<file path="config.mk">
export PLATFORM = sky130hd
export DESIGN_NAME = mitchell_mul_arbiter
export DESIGN_NICKNAME = d
export VERILOG_FILES = /design/src/rtl/mitchell_pkg.sv /design/src/rtl/mitchell_mul8.sv /design/src/rtl/mitchell_rr_arbiter.sv /design/src/rtl/mitchell_mul_arbiter.sv
export SDC_FILE = /design/constraint.sdc
export NUM_CORES = 1
export LEC_CHECK = 0
export CAP_MARGIN = 10
export CORE_UTILIZATION = 51
export CTS_CLUSTER_DIAMETER = 40
export DETAILED_ROUTE_END_ITERATION = 6
export GPL_ROUTABILITY_DRIVEN = 1
export GPL_TIMING_DRIVEN = 0
export MAX_ROUTING_LAYER = met4
export PLACE_DENSITY = 0.82
export SKIP_LAST_GASP = 1
export SLEW_MARGIN = 20
export SYNTH_ARGS = -nofsm -noshare
export SYNTH_HDL_FRONTEND = slang
export SYNTH_HIERARCHICAL = 1
export SYNTH_SLANG_ARGS = --single-unit
</file>
<file path="constraint.sdc">
create_clock -name clk -period 4.4 [get_ports clk]
set_input_delay 0.88 -clock clk [delete_from_list [all_inputs] [get_ports clk]]
set_output_delay 0.88 -clock clk [all_outputs]
set_load 0.02 [all_outputs]
</file>
<file path="src/rtl/mitchell_pkg.sv">
// Shared constants, FSM encoding and helpers for the Mitchell multiplier arbiter.
package mitchell_pkg;

    // The multiplier datapath is fixed at 8-bit operands.
    localparam int MUL_SZ   = 8;
    localparam int MUL_LGSZ = 3;

    typedef enum logic [1:0] {
        IDLE = 2'd0,
        CALC = 2'd1,
        RESP = 2'd2
    } state_t;

    // Ceiling log2; clog2(1) returns 0.
    function automatic int clog2(input int value);
        int result;
        result = 0;
        while ((1 << result) < value) begin
            result = result + 1;
        end
        return result;
    endfunction

endpackage

</file>
<file path="src/rtl/mitchell_mul8.sv">
// Combinational 8-bit Mitchell log-domain multiplier (approximate product).
module mitchell_mul8
    import mitchell_pkg::*;
(
    input  logic [MUL_SZ-1:0]   x,
    input  logic [MUL_SZ-1:0]   y,
    output logic [2*MUL_SZ-1:0] m
);

    localparam int LG_W = MUL_LGSZ + MUL_SZ - 1;  // {characteristic, mantissa}
    localparam int CS_W = MUL_LGSZ + 1;           // characteristic of the sum

    // Leading-one position becomes the characteristic; the bits below it,
    // left-aligned, become the fractional mantissa.
    function automatic logic [LG_W-1:0] log_approx(input logic [MUL_SZ-1:0] v);
        logic [MUL_LGSZ-1:0] c;
        logic [MUL_SZ-1:0]   norm;
        c = '0;
        for (int i = 0; i < MUL_SZ; i++) begin
            if (v[i]) begin
                c = MUL_LGSZ'(i);
            end
        end
        norm = v << (MUL_LGSZ'(MUL_SZ - 1) - c);
        return {c, norm[MUL_SZ-2:0]};
    endfunction

    logic [LG_W:0]          lg_sum;
    logic [CS_W-1:0]        char_s;
    logic [MUL_SZ-2:0]      mant_s;
    logic [2*MUL_SZ-1:0]    scaled;

    // Add the logs, then take the antilog as (1.mant) shifted by the characteristic.
    always_comb begin
        lg_sum = {1'b0, log_approx(x)} + {1'b0, log_approx(y)};
        char_s = lg_sum[LG_W -: CS_W];
        mant_s = lg_sum[MUL_SZ-2:0];
        scaled = {1'b1, mant_s, {MUL_SZ{1'b0}}} >> (CS_W'(2 * MUL_SZ - 1) - char_s);
        m      = (x == '0 || y == '0) ? '0 : scaled;
    end

endmodule

</file>
<file path="src/rtl/mitchell_rr_arbiter.sv">
// Combinational round-robin arbiter: first set request at or after ptr, circularly.
module mitchell_rr_arbiter
    import mitchell_pkg::*;
#(
    parameter int N_REQ = 4,
    parameter int ID_W  = 2
) (
    input  logic [N_REQ-1:0] req,
    input  logic [ID_W-1:0]  ptr,
    output logic [N_REQ-1:0] grant,
    output logic [ID_W-1:0]  grant_idx
);

    logic [N_REQ-1:0] masked_req;
    logic [N_REQ-1:0] pick_vec;

    // Requests at or above the pointer get first chance; lower ones wrap around.
    for (genvar gi = 0; gi < N_REQ; gi++) begin : g_mask
        assign masked_req[gi] = req[gi] & (ID_W'(gi) >= ptr);
    end

    // Lowest set bit of the chosen vector wins.
    always_comb begin
        grant     = '0;
        grant_idx = '0;
        pick_vec  = (|masked_req) ? masked_req : req;
        for (int i = N_REQ - 1; i >= 0; i--) begin
            if (pick_vec[i]) begin
                grant     = '0;
                grant[i]  = 1'b1;
                grant_idx = ID_W'(i);
            end
        end
    end

endmodule

</file>
<file path="src/rtl/mitchell_mul_arbiter.sv">
// Shares one Mitchell multiplier among N_REQ requesters with round-robin
// arbitration; one operation in flight, result returned with the owner's ID.
module mitchell_mul_arbiter
    import mitchell_pkg::*;
#(
    parameter int SZ    = 8,
    parameter int N_REQ = 4,
    parameter int ID_W  = 2
) (
    input  logic                clk,
    input  logic                rst,
    input  logic [N_REQ-1:0]    req_valid,
    output logic [N_REQ-1:0]    req_ready,
    input  logic [N_REQ*SZ-1:0] req_x,
    input  logic [N_REQ*SZ-1:0] req_y,
    output logic                rsp_valid,
    input  logic                rsp_ready,
    output logic [ID_W-1:0]     rsp_id,
    output logic [2*SZ-1:0]     rsp_m,
    output logic                busy
);

    localparam int ID_W_EXP = (clog2(N_REQ) < 1) ? 1 : clog2(N_REQ);

    if (SZ != MUL_SZ) begin : g_bad_sz
        $error("mitchell_mul_arbiter: SZ must be %0d", MUL_SZ);
    end
    if (N_REQ < 2 || N_REQ > 8) begin : g_bad_nreq
        $error("mitchell_mul_arbiter: N_REQ must be in 2..8");
    end
    if (ID_W != ID_W_EXP) begin : g_bad_idw
        $error("mitchell_mul_arbiter: ID_W must be %0d", ID_W_EXP);
    end

    state_t             state_reg;
    state_t             state_next;
    logic [ID_W-1:0]    rr_ptr_reg;
    logic [SZ-1:0]      op_x_reg;
    logic [SZ-1:0]      op_y_reg;
    logic [ID_W-1:0]    op_id_reg;
    logic               rsp_valid_reg;
    logic [ID_W-1:0]    rsp_id_reg;
    logic [2*SZ-1:0]    rsp_m_reg;

    logic [SZ-1:0]      x_arr [N_REQ];
    logic [SZ-1:0]      y_arr [N_REQ];
    logic [N_REQ-1:0]   grant_oh;
    logic [ID_W-1:0]    grant_idx;
    logic [2*SZ-1:0]    mul_m;
    logic [ID_W-1:0]    rr_ptr_next;

    // Unpack the flat operand buses into per-requester lanes.
    for (genvar gi = 0; gi < N_REQ; gi++) begin : g_unpack
        assign x_arr[gi] = req_x[gi*SZ +: SZ];
        assign y_arr[gi] = req_y[gi*SZ +: SZ];
    end

    mitchell_rr_arbiter #(
        .N_REQ (N_REQ),
        .ID_W  (ID_W)
    ) u_arb (
        .req       (req_valid),
        .ptr       (rr_ptr_reg),
        .grant     (grant_oh),
        .grant_idx (grant_idx)
    );

    mitchell_mul8 u_mul (
        .x (op_x_reg),
        .y (op_y_reg),
        .m (mul_m)
    );

    // The requester after the one just served gets first priority next time.
    assign rr_ptr_next = (op_id_reg == ID_W'(N_REQ - 1)) ? '0 : op_id_reg + ID_W'(1);

    // State register.
    always_ff @(posedge clk) begin
        if (rst) begin
            state_reg <= IDLE;
        end else begin
            state_reg <= state_next;
        end
    end

    // Next-state logic: accept, compute for one cycle, hold until consumed.
    always_comb begin
        state_next = state_reg;
        case (state_reg)
            IDLE:    if (|req_valid) state_next = CALC;
            CALC:    state_next = RESP;
            RESP:    if (rsp_ready) state_next = IDLE;
            default: state_next = IDLE;
        endcase
    end

    // Outputs decoded from state; grants are only offered while idle and out of reset.
    always_comb begin
        req_ready = '0;
        busy      = (state_reg != IDLE);
        if (state_reg == IDLE && !rst) begin
            req_ready = grant_oh;
        end
    end

    // Operand capture, result capture and round-robin pointer advance.
    always_ff @(posedge clk) begin
        if (rst) begin
            rr_ptr_reg    <= '0;
            op_x_reg      <= '0;
            op_y_reg      <= '0;
            op_id_reg     <= '0;
            rsp_valid_reg <= 1'b0;
            rsp_id_reg    <= '0;
            rsp_m_reg     <= '0;
        end else begin
            case (state_reg)
                IDLE: begin
                    if (|req_valid) begin
                        op_x_reg  <= x_arr[grant_idx];
                        op_y_reg  <= y_arr[grant_idx];
                        op_id_reg <= grant_idx;
                    end
                end
                CALC: begin
                    rsp_m_reg     <= mul_m;
                    rsp_id_reg    <= op_id_reg;
                    rsp_valid_reg <= 1'b1;
                end
                RESP: begin
                    if (rsp_ready) begin
                        rsp_valid_reg <= 1'b0;
                        rr_ptr_reg    <= rr_ptr_next;
                    end
                end
                default: begin
                end
            endcase
        end
    end

    assign rsp_valid = rsp_valid_reg;
    assign rsp_id    = rsp_id_reg;
    assign rsp_m     = rsp_m_reg;

endmodule

</file>
==> results.sh, run 1 <==
export IMPL_violations="DRC"
export IMPL_antenna_cells=0
export IMPL_synth_area_mux_share_pct=13.9
export IMPL_critPathLaunchType="flip-flop"
export IMPL_largest_reg_flops=16
export IMPL_grt_pass1_wl_mm=16.2
export IMPL_chipHeight_um=89.6
export IMPL_synth_top_family_by_area="compound AO/OA/AOI/OAI gates"
export IMPL_yosys_area_share_adder_pct=4.03
export IMPL_viasPerCell=6.03
export IMPL_grt_usage_pct=26.4
export IMPL_grt_pass1_vias=3717
export IMPL_yosys_area_share_simple_pct=21.5
export IMPL_yosysMostFrequentCell="a21oi_1"
export IMPL_status="finished, violations left"
export IMPL_io_pins=95
export IMPL_routedWlPerCell_um=15.2
export IMPL_cts_sinks=41
export IMPL_coreArea_mm2=0.00733
export IMPL_synth_xor_area_share_pct=1.76
export IMPL_first_pass_iters=7
export IMPL_overflow=0
export IMPL_fin_nets=666
export IMPL_ys_top_cells_by_count="a21oi_1, nand2_1, dfxtp_1"
export IMPL_ys_types=75
export IMPL_critical_path_max_fanout=9
export IMPL_drt_iter0_markers=188
export IMPL_power_leakage_nw=1.96
export IMPL_async_flop_share_pct=0
export IMPL_antenna_left=0
export IMPL_tns_ns=0
export IMPL_max_slew_margin_pct=55.8
export IMPL_hpwl_mm=8.32
export IMPL_dieWidth_um=89.6
export IMPL_synth_top_cell_by_area="dfxtp_1"
export IMPL_clock_path_buffers=2
export IMPL_syn_area_per_cell_um2=8.11
export IMPL_finalCritPeriodShare_pct=94.3
export IMPL_rows=31
export IMPL_yosysWarnings=6
export IMPL_clockRootBuffer="clkbuf_8"
export IMPL_finClkSkew_ns=0.0122
export IMPL_drv_cap=0
export IMPL_final_hold_viol_count=0
export IMPL_power_density_mw_per_mm2=467
export IMPL_worst_slew_pin_transition_ns=0.657
export IMPL_setup_viol=0
export IMPL_hp_class="reg -> reg"
export IMPL_drive_above_1_share_pct=14.9
export IMPL_period_needed_ns=4.15
export IMPL_dr_total_vias=4121
export IMPL_grt_max_degree=15
export IMPL_final_max_slew_viol_count=0
export IMPL_synth_main_ff_cell="dfxtp_1"
export IMPL_cts_tree="built"
export IMPL_yosysTopAreaCellShare_pct=21.0
export IMPL_ir_drop_v=0.000241
export IMPL_clk_latency_ns=0.29
export IMPL_worstPathArrival_ns=4.37
export IMPL_worst_setup_path_end_kind="flip-flop"
export IMPL_fillCellCount=618
export IMPL_ys_seq_area_share_pct=21.0
export IMPL_required_ns=4.62
export IMPL_drt_total_wl_mm=10.4
export IMPL_syn_cell_area_mm2=0.00392
export IMPL_synth_cells=483
export IMPL_h_tree_depth=2
export IMPL_synth_fp_nets=566
export IMPL_die_area_mm2=0.00803
export IMPL_start_util_pct=53.4
export IMPL_finalWeightedCongestion=0.900
export IMPL_portBuffers=93
export IMPL_synth_area_leaders="dfxtp_1, mux4_1, a21oi_1, nand2_1, o21ai_0"
export IMPL_ys_seq_elements=41
export IMPL_drc=8
export IMPL_maxClockFrequency_ghz=0.241
export IMPL_whs_ns=0.461
export IMPL_path_clk_slew_ns=0.08
export IMPL_area_growth_pct=32.2
export IMPL_ctsHoldBuffers=0
export IMPL_numCtsBuffers=5
export IMPL_synth_compound_area_share_pct=29.8
export IMPL_antenna_found_initial=0
export IMPL_synth_edff_count=0
export IMPL_critPathKind="reg -> reg"
==> cell usage in the layout, fill, tap and decap left out, types with 3 or more instances in the layout <==
| cell | n |
|---|---|
| clkdlybuf4s50_1 | 93 |
| a21oi_1 | 65 |
| nand2_1 | 56 |
| dfxtp_1 | 41 |
| o21ai_0 | 29 |
| nor2_1 | 25 |
| inv_1 | 22 |
| nand3_1 | 17 |
| buf_2 | 13 |
| mux4_1 | 13 |
| ha_1 | 11 |
| nand3_2 | 10 |
| clkbuf_1 | 9 |
| o21ai_1 | 9 |
| mux2i_1 | 9 |
| o22ai_1 | 9 |
| nor3_1 | 7 |
| o21a_1 | 7 |
| and2_1 | 6 |
| a21oi_2 | 6 |
| nand2b_1 | 5 |
| or3_1 | 5 |
| clkbuf_8 | 5 |
| nor2b_1 | 4 |
| buf_6 | 4 |
| mux2_2 | 4 |
| a211oi_1 | 4 |
| nand4_1 | 4 |
| nor2_2 | 3 |
| mux4_2 | 3 |
| nor4_4 | 3 |
| buf_4 | 3 |
| a22oi_1 | 3 |
| a21boi_0 | 3 |
| a21o_1 | 3 |
| nor4_1 | 3 |
| o211a_1 | 3 |
| nor3b_1 | 3 |
| a221oi_1 | 3 |
==> final cells by class <==
| type | instances | area (µm²) | area share [%] |
|---|---|---|---|
| plain buffers | 32 | 219 | 4.23 |
| clock buffers | 5 | 68.8 | 1.33 |
| clock inverters | 3 | 46.3 | 0.895 |
| inverters | 24 | 90.1 | 1.74 |
| multi-input cells | 385 | 2870 | 55.4 |
| flip-flops and latches | 41 | 821 | 15.9 |
| well taps | 99 | 124 | 2.39 |
| repair buffers | 94 | 938 | 18.1 |
==> per-layer routing <==
metal	up-vias	GRT usage (%)	share of wire [%]
li1	2009	-	-
met1	1919	31.4	43
met2	168	46.6	50
met3	25	2.56	4.8
met4	0	8.80	2.3
met5	-	-	0
==> stage by stage <==
stage	utilization, %	setup WS, ns	cell area [µm²]	power [W]	std cells
2_1_floorplan	-	0.716	3920	0.00164	483
3_3_place_gp	67.8	0.238	4970	0.00200	675
3_5_place_dp	67.8	0.134	4970	0.00202	675
4_1_cts	69.4	0.107	5080	0.00233	683
5_1_grt	70.6	-0.0338	5170	0.00260	683
6_report	70.6	0.251	5170	0.00242	683
==> report_power, final <==
part,leakage [nW],switching [W],internal (W)
registers,0.335,0.0000456,0.000417
logic,1.57,0.000961,0.000692
clock network,0.0543,0.000130,0.000170
total,1.96,0.00114,0.00128
==> final timing paths <==
check / to / depth (start not counted) / from / slack, ns
max: rsp_m[1] / 18 / op_y_reg[2] / 0.25
min reg2reg: rsp_id[0] / 2 / rsp_id[0] / 0.46
max reg2reg: rsp_m[1] / 18 / op_y_reg[2] / 0.25
min: rsp_id[0] / 2 / rsp_id[0] / 0.46
==> kinds of logic after synthesis <==
| group | Yosys count |
|---|---|
| muxes | 29 |
| AOI/OAI and AO/OA | 177 |
| buffers and inverters | 57 |
| adders and majority gates | 12 |
| xor gates and xnor gates | 7 |
| DFF | 41 |
| and+or+nand+nor | 160 |
==> worst max-delay path, stage by stage, from the launching register on <==
cell and delay (ns):
dfxtp_1 0.37, nand2b_1 0.16, a21o_1 0.18, a21oi_1 0.19
nor2_2 0.08, inv_2 0.11, mux2i_1 0.30, a22oi_1 0.12
o211a_1 0.25, ha_1 0.41, nand3_1 0.15, or3_1 0.38
a31oi_2 0.31, nor2_4 0.11, nor3_1 0.37, a221oi_1 0.18
o22ai_1 0.19, nand2_1 0.08, a21oi_1 0.13
==> what timing repair did <==
item                                    in CTS  in global routing
gates resized for setup                      0                 16
buffers inserted                             0                  1
endpoints found under the setup margin       0                 16
Note: power is estimated with default switching activity, not from simulation.
==> inputs of run 2 (changes only) <==
--- a/config.mk
+++ b/config.mk
@@ -5,14 +5,16 @@
 export SDC_FILE = /design/constraint.sdc
 export NUM_CORES = 1
 export LEC_CHECK = 0
-export CAP_MARGIN = 10
+export CAP_MARGIN = 25
 export CORE_UTILIZATION = 51
 export CTS_CLUSTER_DIAMETER = 40
+export CTS_CLUSTER_SIZE = 25
 export DETAILED_ROUTE_END_ITERATION = 6
 export GPL_ROUTABILITY_DRIVEN = 1
 export GPL_TIMING_DRIVEN = 0
 export MAX_ROUTING_LAYER = met4
 export PLACE_DENSITY = 0.82
+export SETUP_SLACK_MARGIN = 0.15
 export SKIP_LAST_GASP = 1
 export SLEW_MARGIN = 20
 export SYNTH_ARGS = -nofsm -noshare
==> results.sh, run 2 (same netlist as run 1, synthesis figures left out) <==
export IMPL_status="completed"
export IMPL_area_growth_pct=33.7
export IMPL_tns_ns=0
export IMPL_grt_max_degree=15
export IMPL_finalWeightedCongestion=0.900
export IMPL_power_density_mw_per_mm2=474
export IMPL_clk_latency_ns=0.29
export IMPL_largest_reg_flops=16
export IMPL_viasPerCell=6.04
export IMPL_grt_pass1_wl_mm=16.1
export IMPL_drc=0
export IMPL_final_hold_viol_count=0
export IMPL_path_cells="nand2b_1 > a21o_1 > a21oi_1 > nor2_2 > inv_2 > mux2i_1 > a22oi_1 > o211a_1 > ha_1 > o211a_1 > o31a_1 > o41ai_4 > buf_4 > xor2_2 > buf_6 > nor3_1 > a221o_1 > o22ai_1 > nand2_1 > a21oi_1"
export IMPL_p_total_w=0.00248
export IMPL_drive_above_1_share_pct=16.8
export IMPL_antenna_cells=0
export IMPL_ir_drop_v=0.000231
export IMPL_rsz0062_at_grt="no"
export IMPL_p_seq_share_pct=18.7
export IMPL_final_cell_mix="clkdlybuf4s50_1, a21oi_1, nand2_1"
export IMPL_finalCritPeriodShare_pct=95.1
export IMPL_routedWlPerCell_um=15.5
export IMPL_final_max_slew_viol_count=0
export IMPL_clock_path_buffers=2
export IMPL_antenna_found_initial=0
export IMPL_power_leakage_nw=1.97
export IMPL_fin_nets=667
export IMPL_swShare_pct=47.5
export IMPL_clockRootBuffer="clkbuf_8"
export IMPL_cts_sinks=41
export IMPL_worst_slew_pin_transition_ns=0.610
export IMPL_fillCellCount=617
export IMPL_period_needed_ns=4.18
export IMPL_portBuffers=93
export IMPL_max_stage_delay_ns=0.40
export IMPL_hpwl_mm=8.32
export IMPL_worstPathArrival_ns=4.40
export IMPL_worst_setup_path_end_kind="flip-flop"
export IMPL_die_area_mm2=0.00803
export IMPL_dr_total_vias=4128
export IMPL_rows=31
export IMPL_drt_iter0_markers=209
export IMPL_io_pins=95
export IMPL_grt_pass1_vias=3704
export IMPL_whs_ns=0.461
export IMPL_drv_cap=0
export IMPL_cts_tree="built"
export IMPL_antenna_left=0
export IMPL_first_pass_iters=5
export IMPL_critPathLaunchType="flip-flop"
export IMPL_path_clk_slew_ns=0.09
export IMPL_grt_usage_pct=26.1
export IMPL_h_tree_depth=2
export IMPL_overflow=0
export IMPL_final_common_cell="clkdlybuf4s50_1"
export IMPL_finClkSkew_ns=0.0133
export IMPL_clockPowerShare_pct=12.1
export IMPL_switchingPower_w=0.00118
export IMPL_setup_viol=0
export IMPL_maxClockFrequency_ghz=0.239
export IMPL_numCtsBuffers=5
export IMPL_hp_class="reg -> reg"
export IMPL_placement_cell_area_mm2=0.00497
export IMPL_dieWidth_um=89.6
export IMPL_coreArea_mm2=0.00733
export IMPL_final_cell_area_mm2=0.00523
export IMPL_ctsHoldBuffers=0
export IMPL_critical_path_max_fanout=10
export IMPL_required_ns=4.62
export IMPL_start_util_pct=53.4
export IMPL_critPathKind="reg -> reg"
export IMPL_drt_total_wl_mm=10.6
export IMPL_p_int_w=0.00130
export IMPL_max_slew_margin_pct=58.7
export IMPL_chipHeight_um=89.6
export IMPL_crit_slowest_cell="ha_1"
export IMPL_combPwrFrac_pct=69.3
[run 2: final timing paths]
check / from / to / slack [ns] / cells past startpoint
setup / recovery: op_y_reg[2] / rsp_m[3] / 0.22 / 20
hold / removal: rsp_id[0] / rsp_id[0] / 0.46 / 2
setup reg to reg: op_y_reg[2] / rsp_m[3] / 0.22 / 20
hold reg to reg: rsp_id[0] / rsp_id[0] / 0.46 / 2
[run 2: through the flow]
| stage | util (%) | cells | setup WS [ns] |
|---|---|---|---|
| 2_1_floorplan | - | 483 | 0.716 |
| 3_3_place_gp | 67.8 | 675 | 0.238 |
| 3_5_place_dp | 67.8 | 675 | 0.134 |
| 4_1_cts | 69.5 | 683 | 0.153 |
| 5_1_grt | 71.4 | 684 | 0.101 |
| 6_report | 71.4 | 684 | 0.216 |
[run 2: critical path, delay by kind of cell, from the launching register on]
kind | cells | cell delay (ns)
XOR/XNOR | 1 | 0.22
adder cells (fa/ha/maj) | 1 | 0.40
buffers and inverters | 3 | 0.50
flip-flops | 1 | 0.36
AND/OR/NAND/NOR | 4 | 0.36
AO/OA/AOI/OAI | 10 | 1.96
multiplexers | 1 | 0.32
[run 2: power groups by stage]
stage	logic, W	registers [W]	clock network, W
floorplan	0.00115	0.000487	0
global placement	0.00153	0.000465	0
detailed placement	0.00155	0.000468	0
CTS	0.00156	0.000459	0.000307
global route	0.00186	0.000468	0.000321
finish	0.00172	0.000462	0.000300
[run 2: area by class of cell]
class	count	area (µm²)	share of cell area, %
Sequential cell	41	825	15.8
Timing Repair Buffer	94	938	17.9
Clock buffer	5	68.8	1.31
Buffer	33	224	4.28
Multi-Input combinational cell	385	2920	55.7
Clock inverter	3	46.3	0.885
Tap cell	99	124	2.37
Inverter	24	90.1	1.72
[run 2: metal layers]
layer  wire length (µm)  GRT usage [%]  up-vias
met2               5320           46.9      168
met3                554           1.74       19
li1                   -              -     2014
met4                226           7.94        0
met5                  0              -        -
met1               4500           31.2     1927
[run 2: repair_timing]
item,CTS,global route
buffers inserted,0,1
setup endpoints to repair,4,16
gates resized for setup,2,28
pin swaps,0,1
==> inputs of run 3 (changes only) <==
--- a/config.mk
+++ b/config.mk
@@ -6,14 +6,13 @@
 export NUM_CORES = 1
 export LEC_CHECK = 0
 export CAP_MARGIN = 25
-export CORE_UTILIZATION = 51
+export CORE_UTILIZATION = 32
 export CTS_CLUSTER_DIAMETER = 40
 export CTS_CLUSTER_SIZE = 25
 export DETAILED_ROUTE_END_ITERATION = 6
 export GPL_ROUTABILITY_DRIVEN = 1
 export GPL_TIMING_DRIVEN = 0
 export MAX_ROUTING_LAYER = met4
-export PLACE_DENSITY = 0.82
 export SETUP_SLACK_MARGIN = 0.15
 export SKIP_LAST_GASP = 1
 export SLEW_MARGIN = 20
==> results.sh, run 3 (same netlist as run 1, synthesis figures left out) <==
export IMPL_crit_slowest_cell="ha_1"
export IMPL_final_max_slew_viol_count=0
export IMPL_crit_path_frequent_cell="a21oi_1"
export IMPL_whs_ns=0.455
export IMPL_swShare_pct=44.5
export IMPL_ctsHoldBuffers=0
export IMPL_dr_total_vias=4060
export IMPL_clockRootBuffer="clkbuf_16"
export IMPL_tns_ns=0
export IMPL_combPwrFrac_pct=64.3
export IMPL_drive_above_1_share_pct=17.3
export IMPL_ir_drop_v=0.000275
export IMPL_portBuffers=93
export IMPL_area_growth_pct=37.7
export IMPL_p_seq_share_pct=17.5
export IMPL_start_util_pct=32.7
export IMPL_antenna_left=0
export IMPL_power_density_mw_per_mm2=491
export IMPL_switchingPower_w=0.00118
export IMPL_grt_pass1_wl_mm=18.0
export IMPL_path_clk_slew_ns=0.06
export IMPL_final_cell_area_mm2=0.00539
export IMPL_critPathKind="reg -> reg"
export IMPL_grt_pass1_vias=3853
export IMPL_max_stage_delay_ns=0.44
export IMPL_antenna_found_initial=0
export IMPL_clock_path_buffers=2
export IMPL_critPathLaunchType="flip-flop"
export IMPL_antenna_cells=0
export IMPL_fin_util_pct=45.1
export IMPL_finClkSkew_ns=0.00663
export IMPL_viasPerCell=5.52
export IMPL_numCtsBuffers=5
export IMPL_placement_cell_area_mm2=0.00503
export IMPL_dieWidth_um=113
export IMPL_chipHeight_um=113
export IMPL_setup_viol=0
export IMPL_rsz0062_at_grt="no"
export IMPL_drt_total_wl_mm=11.0
export IMPL_grt_max_degree=15
export IMPL_power_leakage_nw=2.03
export IMPL_seq_area_um2=828
export IMPL_period_needed_ns=4.11
export IMPL_maxClockFrequency_ghz=0.244
export IMPL_critical_path_max_fanout=10
export IMPL_cts_sinks=41
export IMPL_io_pins=95
export IMPL_final_cell_mix="clkdlybuf4s50_1, a21oi_1, nand2_1"
export IMPL_multi_input_area_mm2=0.00290
export IMPL_overflow=0
export IMPL_final_common_cell="clkdlybuf4s50_1"
export IMPL_die_area_mm2=0.0127
export IMPL_fin_nets=671
export IMPL_hp_class="reg -> reg"
export IMPL_clockPowerShare_pct=18.2
export IMPL_coreArea_mm2=0.0120
export IMPL_clk_latency_ns=0.28
export IMPL_drv_cap=0
export IMPL_grt_usage_pct=17.7
export IMPL_p_int_w=0.00147
export IMPL_path_cells="nand2b_1 > a21o_1 > a21oi_1 > nor2_2 > inv_2 > mux2i_2 > a211oi_1 > ha_1 > nor2b_4 > o31a_1 > o41ai_4 > buf_4 > o21a_1 > clkbuf_4 > nor2_1 > a221oi_1 > o22ai_1 > nand2_1 > a21oi_1"
export IMPL_drt_iter0_markers=156
export IMPL_max_slew_margin_pct=53.3
export IMPL_first_pass_iters=4
export IMPL_fillCellCount=1162
export IMPL_worst_setup_path_end_kind="flip-flop"
export IMPL_required_ns=4.54
export IMPL_worstPathArrival_ns=4.25
export IMPL_final_hold_viol_count=0
export IMPL_routedWlPerCell_um=14.9
export IMPL_finalCritPeriodShare_pct=93.3
export IMPL_cts_tree="built"
export IMPL_hpwl_mm=8.64
export IMPL_finalWeightedCongestion=0.894
export IMPL_worst_slew_pin_transition_ns=0.700
export IMPL_h_tree_depth=2
export IMPL_largest_reg_flops=16
export IMPL_rows=40
export IMPL_drc=0
export IMPL_status="completed"
## run 3: path summary, 6_finish.rpt
kind,start,to,slack [ns],depth (start not counted)
min,rsp_m[5],rsp_m[5],0.45,2
min reg2reg,rsp_m[5],rsp_m[5],0.45,2
max,op_y_reg[2],rsp_m[1],0.29,19
max reg2reg,op_y_reg[2],rsp_m[1],0.29,19
## run 3: stage by stage
step           setup slack, ns  total power [W]  cells
3_5_place_dp             0.127          0.00203    723
3_3_place_gp             0.184          0.00202    723
6_report                 0.294          0.00265    736
5_1_grt                  0.108          0.00285    736
2_1_floorplan            0.716          0.00164    483
4_1_cts                  0.170          0.00255    732
## run 3: timing repair
action,in CTS,in global routing
gates resized for setup,4,28
pin swaps,1,3
endpoints found under the setup margin,8,16
gates cloned,0,0
buffers inserted,1,4
## run 3: routing by layer
layer	part of all wire, %	GRT usage (%)
met4	1.5	4.36
met5	0	-
met2	50	30.8
met1	45	21.9
met3	3.7	1.57
## run 3: cell type report
cell class | count | area share, %
multi-input cells | 385 | 53.8
repair buffers | 98 | 18.0
flip-flops and latches | 41 | 15.4
plain buffers | 33 | 4.20
well taps | 147 | 3.41
clock buffers | 5 | 2.32
inverters | 24 | 1.67
clock inverters | 3 | 1.28
## run 3: power by group through the flow
| stage | logic (W) | registers, W | clock network (W) |
|---|---|---|---|
| finish | 0.00170 | 0.000464 | 0.000482 |
| global route | 0.00187 | 0.000471 | 0.000508 |
| CTS | 0.00160 | 0.000462 | 0.000490 |
| detailed placement | 0.00156 | 0.000470 | 0 |
| global placement | 0.00156 | 0.000467 | 0 |
| floorplan | 0.00115 | 0.000487 | 0 |
## run 3: worst max-delay path: cells and delay by family, from the launching register on
kind            cells  cell delay, ns
fa+ha+maj           1            0.44
mux                 1            0.29
flops               1            0.37
compound gates      9            1.76
simple gates        5            0.57
buf+inv             3            0.53
